File: src/rtl/glue_pkg.sv
// Shared types and constants for the 68000 bus-cycle glue logic.
package glue_pkg;

    typedef enum logic [2:0] {
        REG_ROM,
        REG_RAM,
        REG_IO,
        REG_UNMAPPED,
        REG_CPUSPACE
    } region_e;

    typedef enum logic [2:0] {
        ST_IDLE,
        ST_DECODE,
        ST_WAIT,
        ST_ACK,
        ST_FAULT
    } state_e;

    localparam logic [3:0] NIB_ROM = 4'h0;
    localparam logic [3:0] NIB_RAM = 4'h1;
    localparam logic [3:0] NIB_IO  = 4'hF;
    localparam logic [2:0] FC_CPU  = 3'b111;

    // CPU-space cycles carry no meaningful address, so fc overrides the nibble.
    function automatic region_e decode_region(input logic [2:0] fc, input logic [3:0] nib);
        region_e r;
        if (fc == FC_CPU) begin
            r = REG_CPUSPACE;
        end else begin
            case (nib)
                NIB_ROM: r = REG_ROM;
                NIB_RAM: r = REG_RAM;
                NIB_IO:  r = REG_IO;
                default: r = REG_UNMAPPED;
            endcase
        end
        return r;
    endfunction

endpackage

File: src/rtl/wait_counter.sv
// 8-bit loadable down-counter; load has priority, decrement saturates at zero.
// Count updates one edge after load/dec; o_zero is decoded from the count register.
module wait_counter #(
    parameter int WIDTH = 8
) (
    input  logic             clk,
    input  logic             reset_n,
    input  logic             i_load,
    input  logic [WIDTH-1:0] i_load_val,
    input  logic             i_dec,
    output logic             o_zero
);

    logic [WIDTH-1:0] r_count;

    always_ff @(posedge clk) begin
        if (!reset_n) begin
            r_count <= '0;
        end else if (i_load) begin
            r_count <= i_load_val;
        end else if (i_dec && (r_count != '0)) begin
            r_count <= r_count - 1'b1;
        end
    end

    assign o_zero = (r_count == '0);

endmodule

File: src/rtl/bus_cycle_ctl.sv
// 68000 bus-cycle controller: region decode, chip selects, wait states and DTACK/VPA/BERR.
// Enables assert one edge after AS low; acknowledge after the region wait; all outputs registered.
module bus_cycle_ctl
    import glue_pkg::*;
#(
    parameter int unsigned ROM_WAIT   = 2,
    parameter int unsigned RAM_WAIT   = 1,
    parameter int unsigned IO_TIMEOUT = 64
) (
    input  logic        clk,
    input  logic        reset_n,
    input  logic        as_n,
    input  logic        read,
    input  logic [2:0]  fc,
    input  logic [15:0] phys_addr,
    input  logic        io_dtack_n,
    output logic        rom_enable_n,
    output logic        ram_enable_n,
    output logic        io_enable_n,
    output logic        dtack_n,
    output logic        vpa_n,
    output logic        berr_n
);

    localparam logic [7:0] ROM_LOAD = 8'(ROM_WAIT - 1);
    localparam logic [7:0] RAM_LOAD = 8'(RAM_WAIT - 1);
    localparam logic [7:0] IO_LOAD  = 8'(IO_TIMEOUT - 1);

    state_e     r_state;
    state_e     w_state_nxt;
    region_e    r_region;
    region_e    w_region_nxt;
    region_e    w_addr_region;
    logic       r_armed;
    logic       w_load;
    logic [7:0] w_load_val;
    logic       w_dec;
    logic       w_cnt_zero;
    logic       w_unused;

    logic r_rom_n, r_ram_n, r_io_n, r_dtack_n, r_vpa_n, r_berr_n;
    logic w_rom_n, w_ram_n, w_io_n, w_dtack_n, w_vpa_n, w_berr_n;

    assign w_addr_region = decode_region(fc, phys_addr[15:12]);
    assign w_unused      = ^phys_addr[11:0];

    wait_counter #(.WIDTH(8)) u_wait_counter (
        .clk        (clk),
        .reset_n    (reset_n),
        .i_load     (w_load),
        .i_load_val (w_load_val),
        .i_dec      (w_dec),
        .o_zero     (w_cnt_zero)
    );

    // DECODE doubles as the first wait cycle so a wait of W acknowledges W edges after the enable.
    always_comb begin
        w_state_nxt  = r_state;
        w_region_nxt = r_region;
        w_load       = 1'b0;
        w_load_val   = '0;
        w_dec        = 1'b0;
        unique case (r_state)
            ST_IDLE: begin
                if (r_armed && !as_n) begin
                    w_state_nxt  = ST_DECODE;
                    w_region_nxt = w_addr_region;
                    // A ROM write behaves exactly like an unmapped access.
                    if (w_addr_region == REG_ROM && !read) begin
                        w_region_nxt = REG_UNMAPPED;
                    end
                    w_load = 1'b1;
                    case (w_addr_region)
                        REG_ROM: w_load_val = ROM_LOAD;
                        REG_RAM: w_load_val = RAM_LOAD;
                        REG_IO:  w_load_val = IO_LOAD;
                        default: w_load_val = '0;
                    endcase
                end
            end
            ST_DECODE: begin
                if (as_n) begin
                    w_state_nxt = ST_IDLE;
                end else begin
                    case (r_region)
                        REG_ROM, REG_RAM: begin
                            if (w_cnt_zero) begin
                                w_state_nxt = ST_ACK;
                            end else begin
                                w_state_nxt = ST_WAIT;
                                w_dec       = 1'b1;
                            end
                        end
                        REG_IO: begin
                            w_state_nxt = ST_WAIT;
                            w_dec       = 1'b1;
                        end
                        REG_CPUSPACE: w_state_nxt = ST_ACK;
                        default:      w_state_nxt = ST_FAULT;
                    endcase
                end
            end
            ST_WAIT: begin
                if (as_n) begin
                    w_state_nxt = ST_IDLE;
                end else if (r_region == REG_IO) begin
                    if (!io_dtack_n) begin
                        w_state_nxt = ST_ACK;
                    end else if (w_cnt_zero) begin
                        w_state_nxt = ST_FAULT;
                    end else begin
                        w_dec = 1'b1;
                    end
                end else if (w_cnt_zero) begin
                    w_state_nxt = ST_ACK;
                end else begin
                    w_dec = 1'b1;
                end
            end
            ST_ACK, ST_FAULT: begin
                if (as_n) begin
                    w_state_nxt = ST_IDLE;
                end
            end
            default: w_state_nxt = ST_IDLE;
        endcase
    end

    always_comb begin
        w_rom_n   = 1'b1;
        w_ram_n   = 1'b1;
        w_io_n    = 1'b1;
        w_dtack_n = 1'b1;
        w_vpa_n   = 1'b1;
        w_berr_n  = 1'b1;
        if (w_state_nxt == ST_DECODE || w_state_nxt == ST_WAIT || w_state_nxt == ST_ACK) begin
            case (w_region_nxt)
                REG_ROM: w_rom_n = 1'b0;
                REG_RAM: w_ram_n = 1'b0;
                REG_IO:  w_io_n  = 1'b0;
                default: ;
            endcase
        end
        if (w_state_nxt == ST_ACK) begin
            if (w_region_nxt == REG_CPUSPACE) begin
                w_vpa_n = 1'b0;
            end else begin
                w_dtack_n = 1'b0;
            end
        end
        if (w_state_nxt == ST_FAULT) begin
            w_berr_n = 1'b0;
        end
    end

    // r_armed keeps a cycle that was cut by reset from restarting until AS has been seen high.
    always_ff @(posedge clk) begin
        if (!reset_n) begin
            r_state   <= ST_IDLE;
            r_region  <= REG_UNMAPPED;
            r_armed   <= 1'b0;
            r_rom_n   <= 1'b1;
            r_ram_n   <= 1'b1;
            r_io_n    <= 1'b1;
            r_dtack_n <= 1'b1;
            r_vpa_n   <= 1'b1;
            r_berr_n  <= 1'b1;
        end else begin
            r_state   <= w_state_nxt;
            r_region  <= w_region_nxt;
            r_armed   <= r_armed | as_n;
            r_rom_n   <= w_rom_n;
            r_ram_n   <= w_ram_n;
            r_io_n    <= w_io_n;
            r_dtack_n <= w_dtack_n;
            r_vpa_n   <= w_vpa_n;
            r_berr_n  <= w_berr_n;
        end
    end

    assign rom_enable_n = r_rom_n;
    assign ram_enable_n = r_ram_n;
    assign io_enable_n  = r_io_n;
    assign dtack_n      = r_dtack_n;
    assign vpa_n        = r_vpa_n;
    assign berr_n       = r_berr_n;

endmodule

File: config.mk
export PLATFORM = sky130hd
export DESIGN_NAME = bus_cycle_ctl
export DESIGN_NICKNAME = d
export VERILOG_FILES = /design/src/rtl/glue_pkg.sv /design/src/rtl/wait_counter.sv /design/src/rtl/bus_cycle_ctl.sv
export SDC_FILE = /design/constraint.sdc
export NUM_CORES = 1
export LEC_CHECK = 0
export ABC_AREA = 1
export BUFFER_PORTS_ARGS = -buffer_cell sky130_fd_sc_hd__buf_2
export CORE_ASPECT_RATIO = 0.5
export CORE_MARGIN = 2
export CORE_UTILIZATION = 35
export DETAILED_ROUTE_END_ITERATION = 10
export HOLD_SLACK_MARGIN = 0.06
export PLACE_DENSITY = 0.59
export SLEW_MARGIN = 20
export SYNTH_ARGS = -nofsm -noshare
export SYNTH_HDL_FRONTEND = slang
export SYNTH_HIERARCHICAL = 1
export SYNTH_SLANG_ARGS = --single-unit
File: constraint.sdc
create_clock -name clk -period 2.5 [get_ports clk]
set_input_delay 0.25 -clock clk [delete_from_list [all_inputs] [get_ports clk]]
set_output_delay 0.25 -clock clk [all_outputs]
set_load 0.05 [all_outputs]
Yosys cells after proc, flatten, opt, wreduce, memory -nomap -nowiden
Index checks and enable logic that the tools add are counted.
W data, S select, Z words.
{"block": "word_totals", "regBits": 21, "input_bits": 24, "elab_cells": 85}
{"block": "op_classes", "add_sub_neg": 1, "n_eq_ne": 18, "mux": 36, "bitwise": 1, "n_reduce_logical": 19}
{"cell": "$mux W3", "n": 12}
{"cell": "$eq A3 B2 Y1 const B", "n": 7}
{"cell": "$mux W8", "n": 2}
{"cell": "$eq A3 B3 Y1 const B", "n": 5}
{"cell": "$mux W1", "n": 14}
{"cell": "$eq A3 B1 Y1 const B", "n": 4}
{"cell": "$logic_not A3 Y1", "n": 4}
{"cell": "$mux W6", "n": 2}
{"cell": "$pmux W3 S4", "n": 1}
{"cell": "$pmux W6 S2", "n": 1}
{"cell": "$pmux W3 S3", "n": 1}
{"cell": "$logic_not A8 Y1", "n": 1}
{"cell": "$reduce_bool A8 Y1", "n": 1}
{"cell": "$sub A8 B1 Y8 const B", "n": 1}
{"cell": "$pmux W2 S3", "n": 1}
{"cell": "$eq A4 B1 Y1 const B", "n": 1}
{"cell": "$eq A4 B4 Y1 const B", "n": 1}
{"cell": "$logic_not A4 Y1", "n": 1}
{"cell": "$pmux W1 S2", "n": 2}
{"cell": "$reduce_and A2 Y1", "n": 2}
{"cell": "$reduce_or A2 Y1", "n": 2}
{"cell": "$logic_and A1 B1 Y1", "n": 3}
{"cell": "$logic_not A1 Y1", "n": 2}
{"cell": "$logic_or A1 B1 Y1", "n": 2}
{"cell": "2 further kinds", "n": 2}

Logic depth before layout (Yosys ltp)
Gate-level depths: netlist (run 1).
{"block": "logic_depth", "word_depth": 10, "depth_mapped": 19, "ltp_nobuf": 19}

Modules after synthesis
The synthesis (run 1) kept the hierarchy.
{"module": "bus_cycle_ctl", "n_inst": 1, "cells_each": 125, "area_per_inst_um2": 815.8, "seq_area_each_um2": 260.2}
{"module": "wait_counter", "n_inst": 1, "cells_each": 104, "area_per_inst_um2": 600.6, "seq_area_each_um2": 160.2}

Worst setup path after synthesis (run 1)
No wires, ideal clock.
{"block": "synth_timing", "kind": "reg-to-reg", "from": "register u_wait_counter.r_count[0]", "to": "register u_wait_counter.r_count[1]", "setup_time_ns": 0.113, "t_arrival_ns": 1.779, "setup_slack_ns": 0.608, "path_stages_with_launch": 16, "synth_period_minus_slack_ns": 1.892, "cell_sequence": "dfxtp_1 -> inv_1 -> ha_1 -> nand2_1 -> nor2_1 -> nand2_1 -> nand3_1 -> nand2_2 -> nand2_1 -> inv_1 -> nor2_1 -> nand2_4 -> nand2_4 -> clkinv_2 -> nor2_1 -> nor2_1"}
{"block": "synth_via", "elab_chain_len": 8, "word_cells_on_any_way": 14}
{"item": "from (decl)", "line_no": "wait_counter.sv:14", "source": "logic [WIDTH-1:0] r_count;"}
{"item": "from (signal assigned)", "line_no": "wait_counter.sv:20", "source": "r_count <= i_load_val;"}
{"item": "from (signal assigned)", "line_no": "wait_counter.sv:22", "source": "r_count <= r_count - 1'b1;"}
{"item": "$logic_not A8 Y1 (*)", "line_no": "wait_counter.sv:26", "source": "assign o_zero = (r_count == '0);"}
{"item": "via w_cnt_zero", "line_no": "bus_cycle_ctl.sv:38", "source": "logic w_cnt_zero;"}
{"item": "$mux W1 (*)", "line_no": "bus_cycle_ctl.sv:87, bus_cycle_ctl.sv:109, bus_cycle_ctl.sv:114"}
{"item": "$mux W1", "line_no": "bus_cycle_ctl.sv:107", "source": "if (!io_dtack_n) begin"}
{"item": "$mux W1", "line_no": "bus_cycle_ctl.sv:106", "source": "end else if (r_region == REG_IO) begin"}
{"item": "$mux W1", "line_no": "bus_cycle_ctl.sv:104", "source": "if (as_n) begin"}
{"item": "$pmux W1 S2 (*)", "line_no": "bus_cycle_ctl.sv:63", "source": "unique case (r_state)"}
{"item": "via w_dec", "line_no": "bus_cycle_ctl.sv:37", "source": "logic w_dec;"}
{"item": "$logic_and A1 B1 Y1 (*)", "line_no": "wait_counter.sv:21", "source": "end else if (i_dec && (r_count != '0)) begin"}
{"item": "$reduce_bool A2 Y1 (no line) (*)"}
Mark *: on every way through the listed nets, which the timed path passes. The rest lies on a longest branch. The select of a mux whose other input is x is not followed.
A chain may end at the register's enable or synchronous reset.

Worst setup path in the final report (run 1)
{"block": "layout_timing", "from": "register u_wait_counter.r_count[2]", "to": "register u_wait_counter.r_count[6]"}
Same word-level chain as after synthesis.

==> results of run 1 <==
## path summary, 6_finish.rpt
check,slack (ns),to,cells past startpoint
setup / recovery,0.37,u_wait_counter/r_count[6],15
hold / removal,0.27,r_region[0],2
setup reg to reg,0.37,u_wait_counter/r_count[6],15
hold reg to reg,0.51,u_wait_counter/r_count[0],2
## metal layers
layer,share of wire [%],GRT usage (%),up-vias
li1,-,-,751
met5,0,0,-
met1,52,18.9,582
met3,4.2,4.17,5
met4,1.2,3.62,0
met2,42,21.9,19
## layout make-up
cell class | count | area, um^2
Timing Repair Buffer | 19 | 100
Clock inverter | 1 | 5.00
Sequential cell | 21 | 420
Fill cell | 414 | 2250
Clock buffer | 3 | 41.3
Inverter | 39 | 150
Multi-Input combinational cell | 169 | 846
Tap cell | 54 | 67.6
## kinds of logic (layout without fill, tap and decap cells)
group	after synthesis	after routing	synth area share [%]
compound gates	12	12	5.39
flops	21	21	29.7
fa+ha+maj	2	2	1.77
simple gates	152	152	51.4
other cells	1	2	0.265
buf+inv	40	62	10.9
xor+xnor	1	1	0.618
## Yosys cell counts
| cell | n |
|---|---|
| a21o_1 | 1 |
| a21oi_1 | 4 |
| clkbuf_1 | 1 |
| clkinv_2 | 1 |
| conb_1 | 1 |
| dfxtp_1 | 21 |
| ha_1 | 2 |
| inv_1 | 34 |
| inv_2 | 3 |
| inv_4 | 1 |
| nand2_1 | 64 |
| nand2_2 | 7 |
| nand2_4 | 2 |
| nand3_1 | 26 |
| nand3_2 | 1 |
| nand3_4 | 1 |
| nand3b_1 | 1 |
| nand4_1 | 5 |
| nor2_1 | 35 |
| nor2_2 | 3 |
| nor2_4 | 4 |
| nor2_8 | 1 |
| nor3_1 | 2 |
| o211ai_1 | 1 |
| o21ai_0 | 4 |
| o21ai_1 | 1 |
| o21ai_4 | 1 |
| xnor2_1 | 1 |
## where the power goes
| group | switching, mW | internal (mW) |
|---|---|---|
| Sequential | 0.0172 | 0.349 |
| Combinational | 0.136 | 0.0846 |
| Clock | 0.117 | 0.111 |
## registers in the layout, summed over array words and instances, names as in the netlist
signal	cells
berr_n	1
dtack_n	1
io_enable_n	1
r_armed	1
r_region	3
r_state	3
ram_enable_n	1
rom_enable_n	1
u_wait_counter/r_count	8
vpa_n	1
## worst reg2reg max path, stage by stage, from the launching register on
cell and delay (ns):
dfxtp_1 0.35, nor2_2 0.22, nand2_2 0.09, nor2_1 0.23
nand2_1 0.11, nand3_1 0.11, nand2_2 0.08, nand2_1 0.09
inv_1 0.05, nor2_1 0.24, inv_1 0.07, nor2_1 0.16
nand3_1 0.10, nand3_1 0.07, nand2_1 0.05, inv_1 0.05
## stage by stage
step	std cells	power, mW	setup slack, ns	hold WS (ns)	utilization [%]
6_report	306	0.815	0.374	0.272	42.0
3_3_place_gp	302	0.593	0.424	0.478	40.8
3_5_place_dp	302	0.594	0.408	0.495	40.8
5_1_grt	306	0.880	0.0758	0.284	42.0
2_1_floorplan	230	0.542	0.608	0.319	-
4_1_cts	306	0.824	0.375	0.274	42.0
## layout by cell type (no fill, tap or decap), types with 2 or more instances in the layout
cell type	instances
nand2_1	64
nor2_1	35
inv_1	34
nand3_1	26
dfxtp_1	21
buf_2	17
nand2_2	7
nand4_1	5
nor2_4	4
o21ai_0	4
a21oi_1	4
inv_2	3
nor2_2	3
clkbuf_8	3
nor3_1	2
clkinv_2	2
buf_4	2
nand2_4	2
conb_1	2
ha_1	2
==> results.cfg, run 1 <==
[drt]
vias = 1357
avgViaCountPerCell = 4.43
drc_errors = 0
wl_mm = 2.80
drt_pass1_iterations = 4
wl_per_cell_um = 9.16
ant_nets = 0
initialDrtViolationCount = 39

[place]
dp_hpwl_mm = 2.25
place_area_um2 = 1580
gp_congestion = 0.838
io_buffer_count = 17

[setup_path]
cp.arrival_ns = 2.34
crit_slowest_cell = dfxtp_1
required_ns = 2.72
crit_type = reg -> reg
crit_path_end_kind = flip-flop
cp-start-kind = flip-flop
regToRegStartpoint = u_wait_counter/r_count[2]
crit_chain = nor2_2, nand2_2, nor2_1, nand2_1, nand3_1, nand2_2, nand2_1, inv_1, nor2_1, inv_1, nor2_1, nand3_1, nand3_1, nand2_1, inv_1
cp_max_fo = 5
critPathMaxStageDelay_ns = 0.35
critPathBufInv = 3
crit_start = u_wait_counter/r_count[2]
path_delay_family = simple AND/OR/NAND/NOR gates

[die]
num_rows = 16
die_y_um = 49.0
core_um2 = 3880
die_x_um = 94.0
die_area_um2 = 4600
start_util_pct = 36.5
ioPinCount = 30

[synth]
yosysUniqueCellTypes = 28
synth.area.top_cells = dfxtp_1 (30%), nand2_1 (17%), nor2_1 (9.3%)
synth_cells = 229
avgSynthCellArea_um2 = 6.18
ys_warn_count = 6
synthesis.area_um2 = 1420
ys_ff_latch = 21
synth_area_leader_cell = dfxtp_1
synth_seq_area_share_pct = 29.7
synth_top_area_share_pct = 29.7

[sta]
period_needed_ns = 2.13
max_freq_mhz = 470
finalCritPeriodShare_pct = 85.0
fin_skew_ns = 0.00494
timing_hold_violations_final = 0
slew_violations = 0
final-setup-viol-count = 0
timing.setup.tns_ns = 0
rsz0062_at_grt = false

[flow_run]
maxCapViolCount = 0

[layout]
final_area_um2 = 1630
nets = 279
layout-drive-gt1-share_pct = 19.0
area_growth_pct = 15.1
diodes = 0

[power_and_ir_drop]
peakVddDrop_v = 0.000162
leakagePower_nw = 0.825
p_per_area_nw_per_um2 = 500

[global_route]
grt_pass1_wl_mm = 5.14
overflow = 0
grt_antenna_before_repair = 0
first_global_vias = 1215
grt_max_degree = 14
grtUsageTotal_pct = 14.0

[clock_tree]
clock_sinks = 21
htree_levels = 1
clock_latency_ns = 0.26
root_buffer = clkbuf_8
cts_hold_buf = 0
clkTransAtPathRegs_ns = 0.08
cts_tree = done
numCtsBuffers = 3
cts_setup_buffers = 0
clockBufferDepth = 2
ctsResizeCount = 0

[min_path]
hp-class = in -> reg
min_from = reset_n

[outcome]
status = completed
Power figures use the tool's default switching activity.
==> run 2: changes to the inputs <==
--- a/config.mk
+++ b/config.mk
@@ -7,12 +7,14 @@
 export LEC_CHECK = 0
 export ABC_AREA = 1
 export BUFFER_PORTS_ARGS = -buffer_cell sky130_fd_sc_hd__buf_2
+export CELL_PAD_IN_SITES_DETAIL_PLACEMENT = 1
+export CELL_PAD_IN_SITES_GLOBAL_PLACEMENT = 1
 export CORE_ASPECT_RATIO = 0.5
-export CORE_MARGIN = 2
+export CORE_MARGIN = 5
 export CORE_UTILIZATION = 35
 export DETAILED_ROUTE_END_ITERATION = 10
 export HOLD_SLACK_MARGIN = 0.06
-export PLACE_DENSITY = 0.59
+export PLACE_DENSITY = 0.79
 export SLEW_MARGIN = 20
 export SYNTH_ARGS = -nofsm -noshare
 export SYNTH_HDL_FRONTEND = slang
==> run 2 against run 1 <==
  * Routed wire length grew 29%
  * Register-to-register slack lost 0.12 ns
  * Highest routed layer unchanged
  * Clock power is essentially flat
  * Combinational power is essentially flat
  * Global-route usage grew 1.1 points
  * First-iteration DRC count shrank 18%
  * Fmax shrank 5.2%
  * Critical path type unchanged
  * Largest cell class unchanged
==> results.cfg, run 2 (synthesis results as in run 1) <==
[sta]
timing.setup.tns_ns = 0
finalCritPeriodShare_pct = 89.7
final-setup-viol-count = 0
fin_skew_ns = 0.00498
slew_violations = 0
timing_hold_violations_final = 0
rsz0062_at_grt = false
max_freq_mhz = 446
finalWorstSetupSlack_ns = 0.257
whs_ns = 0.273
period_needed_ns = 2.24

[global_route]
grtUsageTotal_pct = 15.1
overflow = 0
first_global_vias = 1445
grt_pass1_wl_mm = 6.52
grt_antenna_before_repair = 0
grt_max_degree = 14

[setup_path]
crit_chain = nor2_2, nand2_2, nor2_1, nand2_1, nand3_1, nand2_2, nand2_1, inv_1, nor2_2, inv_1, nor2_1, nand3_1, nand3_1, nand2_1, inv_1
cp-start-kind = flip-flop
crit_type = reg -> reg
reg2reg_depth = 15
crit_path_end_kind = flip-flop
regToRegStartpoint = u_wait_counter/r_count[2]
rrSetupSlack_ns = 0.26
required_ns = 2.71
cp.arrival_ns = 2.46
critPathMaxStageDelay_ns = 0.36
reg2reg_to = u_wait_counter/r_count[6]
cp_max_fo = 5
crit_slowest_cell = dfxtp_1

[power_and_ir_drop]
leakagePower_nw = 0.817
p_comb_share_pct = 27.4
p_sw_mw = 0.275
switching_share_pct = 33.7
pwr-share-clk_pct = 27.8
finalPower_mw = 0.817
p_per_area_nw_per_um2 = 503
peakVddDrop_v = 0.000258
intPower_mw = 0.542
sequentialPowerShare_pct = 44.8

[die]
ioPinCount = 30
num_rows = 16
die_area_um2 = 5500
start_util_pct = 36.3
core_um2 = 3900
die_y_um = 55.0
die_x_um = 100

[layout]
final.fill_count = 543
largest_registers = u_wait_counter/r_count x8, r_region x3, r_state x3
final_common_cell = nand2_1
diodes = 0
mostFrequentLayoutCells = nand2_1 (64), nor2_1 (34), inv_1 (34), nand3_1 (26), dfxtp_1 (21)
final_area_um2 = 1620
layout-drive-gt1-share_pct = 18.7
post-route-util_pct = 41.6
area_growth_pct = 14.7
largest_register_ffs = 8
top_register = u_wait_counter/r_count
stdcell_count = 305
nets = 278

[clock_tree]
clock_latency_ns = 0.26
clockBufferDepth = 2
root_buffer = clkbuf_8
cts_setup_buffers = 0
clock_sinks = 21
cts_tree = done
htree_levels = 1
numCtsBuffers = 3
clkTransAtPathRegs_ns = 0.08

[flow_run]
maxCapViolCount = 0

[drt]
initialDrtViolationCount = 32
wl_mm = 3.61
wl_per_cell_um = 11.8
drc_errors = 0
ant_nets = 0
avgViaCountPerCell = 4.71
drt_pass1_iterations = 4
vias = 1438

[outcome]
status = completed

[place]
place_area_um2 = 1580
dp.cells = 301
dp_slack_ns = 0.272
gp_congestion = 0.842
dp_hpwl_mm = 2.89
io_buffer_count = 17

[min_path]
min_to = r_armed
min_from = as_n
hp-class = in -> reg
holdPathStages = 3
-- run 2: cell types whose count changed in the layout (fill, tap and decap cells not counted) --
| cell | delta |
|---|---|
| nor2_1 | -1 |
| nor2_2 | +1 |
| buf_4 | -1 |
| clkbuf_1 | +1 |
| clkinv_2 | -1 |
-- run 2: power groups by stage --
stage          clock network, mW  registers [mW]  logic, mW
2_1_floorplan                  0           0.373      0.169
3_3_place_gp                   0           0.373      0.214
3_5_place_dp                   0           0.374      0.223
4_1_cts                    0.237           0.366      0.226
5_1_grt                    0.256           0.370      0.257
6_report                   0.228           0.366      0.224
-- run 2: how the worst max path moves through the flow --
stage	startpoint	slack [ns]	cells past startpoint	to
after detailed placement	u_wait_counter/r_count[2]	0.27	15	u_wait_counter/r_count[5]
after CTS	u_wait_counter/r_count[2]	0.18	15	u_wait_counter/r_count[6]
final	u_wait_counter/r_count[2]	0.26	15	u_wait_counter/r_count[6]
after global placement	u_wait_counter/r_count[2]	0.32	14	u_wait_counter/r_count[1]
after floorplan	u_wait_counter/r_count[0]	0.61	15	u_wait_counter/r_count[1]
after global routing	u_wait_counter/r_count[4]	0.08	15	u_wait_counter/r_count[6]
-- run 2: cell type report --
class	instances	area (um^2)	share of cell area [%]
Inverter	39	150	9.24
Multi-Input combinational cell	169	848	52.2
Sequential cell	21	420	25.9
Clock buffer	4	45.0	2.77
Timing Repair Buffer	18	92.6	5.70
Tap cell	54	67.6	4.16
-- run 2: critical path, delay by kind of cell (launching register included) --
kind | cells | cell delay, ns
flip-flops | 1 | 0.36
AND/OR/NAND/NOR | 12 | 1.64
buffers and inverters | 3 | 0.19
-- run 2: repair_timing --
action                                  CTS  global route
endpoints found under the setup margin    0             6
gates resized for setup                   0             1
hold buffers                              0             0
-- run 2: per-layer routing --
metal / GRT usage (%) / vias to the layer above / wire length (um)
met5: 0 / - / 0
met4: 4.54 / 0 / 46
met3: 3.00 / 4 / 61
met2: 28.0 / 17 / 1730
met1: 18.1 / 669 / 1770
li1: - / 748 / -
==> run 3: changes to the inputs <==
--- a/config.mk
+++ b/config.mk
@@ -14,9 +14,8 @@
 export CORE_UTILIZATION = 35
 export DETAILED_ROUTE_END_ITERATION = 10
 export HOLD_SLACK_MARGIN = 0.06
-export PLACE_DENSITY = 0.79
+export PLACE_DENSITY = 0.78
 export SLEW_MARGIN = 20
 export SYNTH_ARGS = -nofsm -noshare
 export SYNTH_HDL_FRONTEND = slang
-export SYNTH_HIERARCHICAL = 1
 export SYNTH_SLANG_ARGS = --single-unit
==> run 3 against run 2 <==
  * Flip-flop and latch count unchanged
  * Critical path depth fell by 4
  * Final area fell by 2.6%
  * First-iteration DRC count shrank 31%
  * Synthesized cell count fell by 8.7%
  * Worst setup slack gained 0.62 ns
==> results.cfg, run 3 <==
[outcome]
status = completed

[layout]
layout-drive-gt1-share_pct = 23.7
mostFrequentLayoutCells = nand2_1 (52), nor2_1 (29), nand3_1 (25), dfxtp_1 (21), inv_1 (18)
largest_registers = u_wait_counter.r_count x8, r_region x3, r_state x3
top_register = u_wait_counter.r_count
diodes = 0
final_common_cell = nand2_1
nets = 255
area_growth_pct = 13.9
largest_register_ffs = 8

[sta]
period_needed_ns = 1.62
timing.setup.tns_ns = 0
finalWorstSetupSlack_ns = 0.880
fin_skew_ns = 0.00693
finalCritPeriodShare_pct = 64.8
max_freq_mhz = 617
max_slew.worst_pin.slew_ns = 0.391
max_slew_margin_pct = 73.8
rsz0062_at_grt = false
final-setup-viol-count = 0
slew_violations = 0
timing_hold_violations_final = 0

[drt]
avgViaCountPerCell = 4.94
top_layer = met4
wl_per_cell_um = 12.8
initialDrtViolationCount = 22
wl_met1_mm = 1.77
ant_nets = 0
vias = 1393
drt_pass1_iterations = 4
drc_errors = 0
wl_mm = 3.60
wl_met2_mm = 1.77
dr_wl_met3_um = 58

[synth]
synthFlopType = dfxtp_1
async_reset_ff_share_pct = 0
muxShareOfSynthArea_pct = 0
synth_top_area_share_pct = 30.3
synth_seq_area_share_pct = 30.3
synth_cells = 209
ys_warn_count = 0
synth_xor_area_share_pct = 0.631
synth_area_leader_cell = dfxtp_1
synth_commonest_cells = nand2_1 (52), nor2_1 (29), nand3_1 (25), dfxtp_1 (21), inv_1 (18)
avgSynthCellArea_um2 = 6.65
ys_ff_latch = 21
synthSimpleGateAreaFrac_pct = 52.5
synth_edf_count = 0
synthesis.area_um2 = 1390
yosysMostFrequentCell = nand2_1
synth_compound_area_share_pct = 6.67
synth_adder_area_share_pct = 1.80
yosysUniqueCellTypes = 25
synth.area.top_cells = dfxtp_1 (30%), nand2_1 (14%), nand3_1 (9.0%)
syn_nets = 235
synth_top_family_by_area = simple AND/OR/NAND/NOR gates

[global_route]
overflow = 0
grt_pass1_wl_mm = 6.31
grtUsageTotal_pct = 14.8
grt_antenna_before_repair = 0
grt_max_degree = 17
first_global_vias = 1410

[power_and_ir_drop]
p_per_area_nw_per_um2 = 521
leakagePower_nw = 0.775
peakVddDrop_v = 0.000281

[place]
gp_congestion = 0.838
dp_slack_ns = 0.886
io_buffer_count = 17
dp_hpwl_mm = 2.92

[die]
num_rows = 16
ioPinCount = 30
die_y_um = 54.5
die_x_um = 99.1
core_um2 = 3860
start_util_pct = 35.9
die_area_um2 = 5400

[setup_path]
cp-start-kind = flip-flop
cp.arrival_ns = 1.77
crit_path_end_kind = flip-flop
cp_max_fo = 5
required_ns = 2.65
crit_type = reg -> reg

[clock_tree]
cts_hold_buf = 0
ctsResizeCount = 0
root_buffer = clkbuf_8
clock_latency_ns = 0.26
htree_levels = 1
numCtsBuffers = 3
cts_setup_buffers = 0
clockBufferDepth = 2
cts_tree = done
clock_sinks = 21
clkTransAtPathRegs_ns = 0.08

[min_path]
hp-class = in -> reg

[flow_run]
maxCapViolCount = 0
-- run 3: cell count changes after synthesis, sizes merged, moves of 2 or more --
cell	delta
a21oi	+9
nand2	-13
nor2	-2
nand4	+2
o21ai	-2
inv	-12
nor3	-2
-- run 3: logic make-up (layout without fill, tap and decap cells) --
family | Yosys count | in the layout
adder cells (fa/ha/maj) | 2 | 2
XOR/XNOR | 1 | 1
AND/OR/NAND/NOR | 138 | 138
AO/OA/AOI/OAI | 18 | 18
buffers and inverters | 29 | 48
flip-flops | 21 | 21
-- run 3: path summary, 6_finish.rpt --
check,startpoint,endpoint,slack [ns],cells past startpoint
min reg2reg,u_wait_counter.r_count[0],u_wait_counter.r_count[0],0.49,2
min,reset_n,r_region[1],0.27,2
max reg2reg,u_wait_counter.r_count[0],vpa_n,0.88,11
max,u_wait_counter.r_count[0],vpa_n,0.88,11
-- run 3: per-layer routing --
layer / track usage, % / vias to the layer above
li1: - / 707
met1: 17.9 / 668
met2: 28.3 / 16
met3: 2.67 / 2
met4: 2.72 / 0
met5: 0 / -
-- run 3: report_power, final --
group          leakage, nW  internal (mW)  switching, mW  total (mW)
Clock               0.0217          0.113          0.119       0.231
Sequential           0.171          0.348         0.0168       0.365
Combinational        0.583         0.0778          0.150       0.228
-- run 3: through the flow --
stage	utilization [%]	total power [mW]	hold slack (ns)	area (um^2)	std cells
after CTS	40.9	0.836	0.264	1580	282
after floorplan	-	0.544	0.366	1390	209
after global routing	40.9	0.883	0.267	1580	282
after global placement	39.7	0.588	0.469	1530	278
after detailed placement	39.7	0.602	0.481	1530	278
final	40.9	0.824	0.266	1580	282
-- run 3: area by class of cell --
cell class / instances / area, um^2
multi-input combinational: 159 / 856
sequential: 21 / 420
fill: 504 / 2280
timing repair buffer: 17 / 85.1
clock inverter: 1 / 7.51
tap: 54 / 67.6
clock buffer: 3 / 41.3
inverter: 27 / 104
-- run 3: critical path: stages, from the launching register on --
cell and delay (ns):
dfxtp_1 0.32, inv_1 0.14, ha_1 0.19, inv_1 0.05
nor2_2 0.14, nand3_2 0.12, nand2_1 0.12, nand2_1 0.06
nand2_1 0.08, nand2_2 0.09, nor2_4 0.11, nand3b_1 0.09
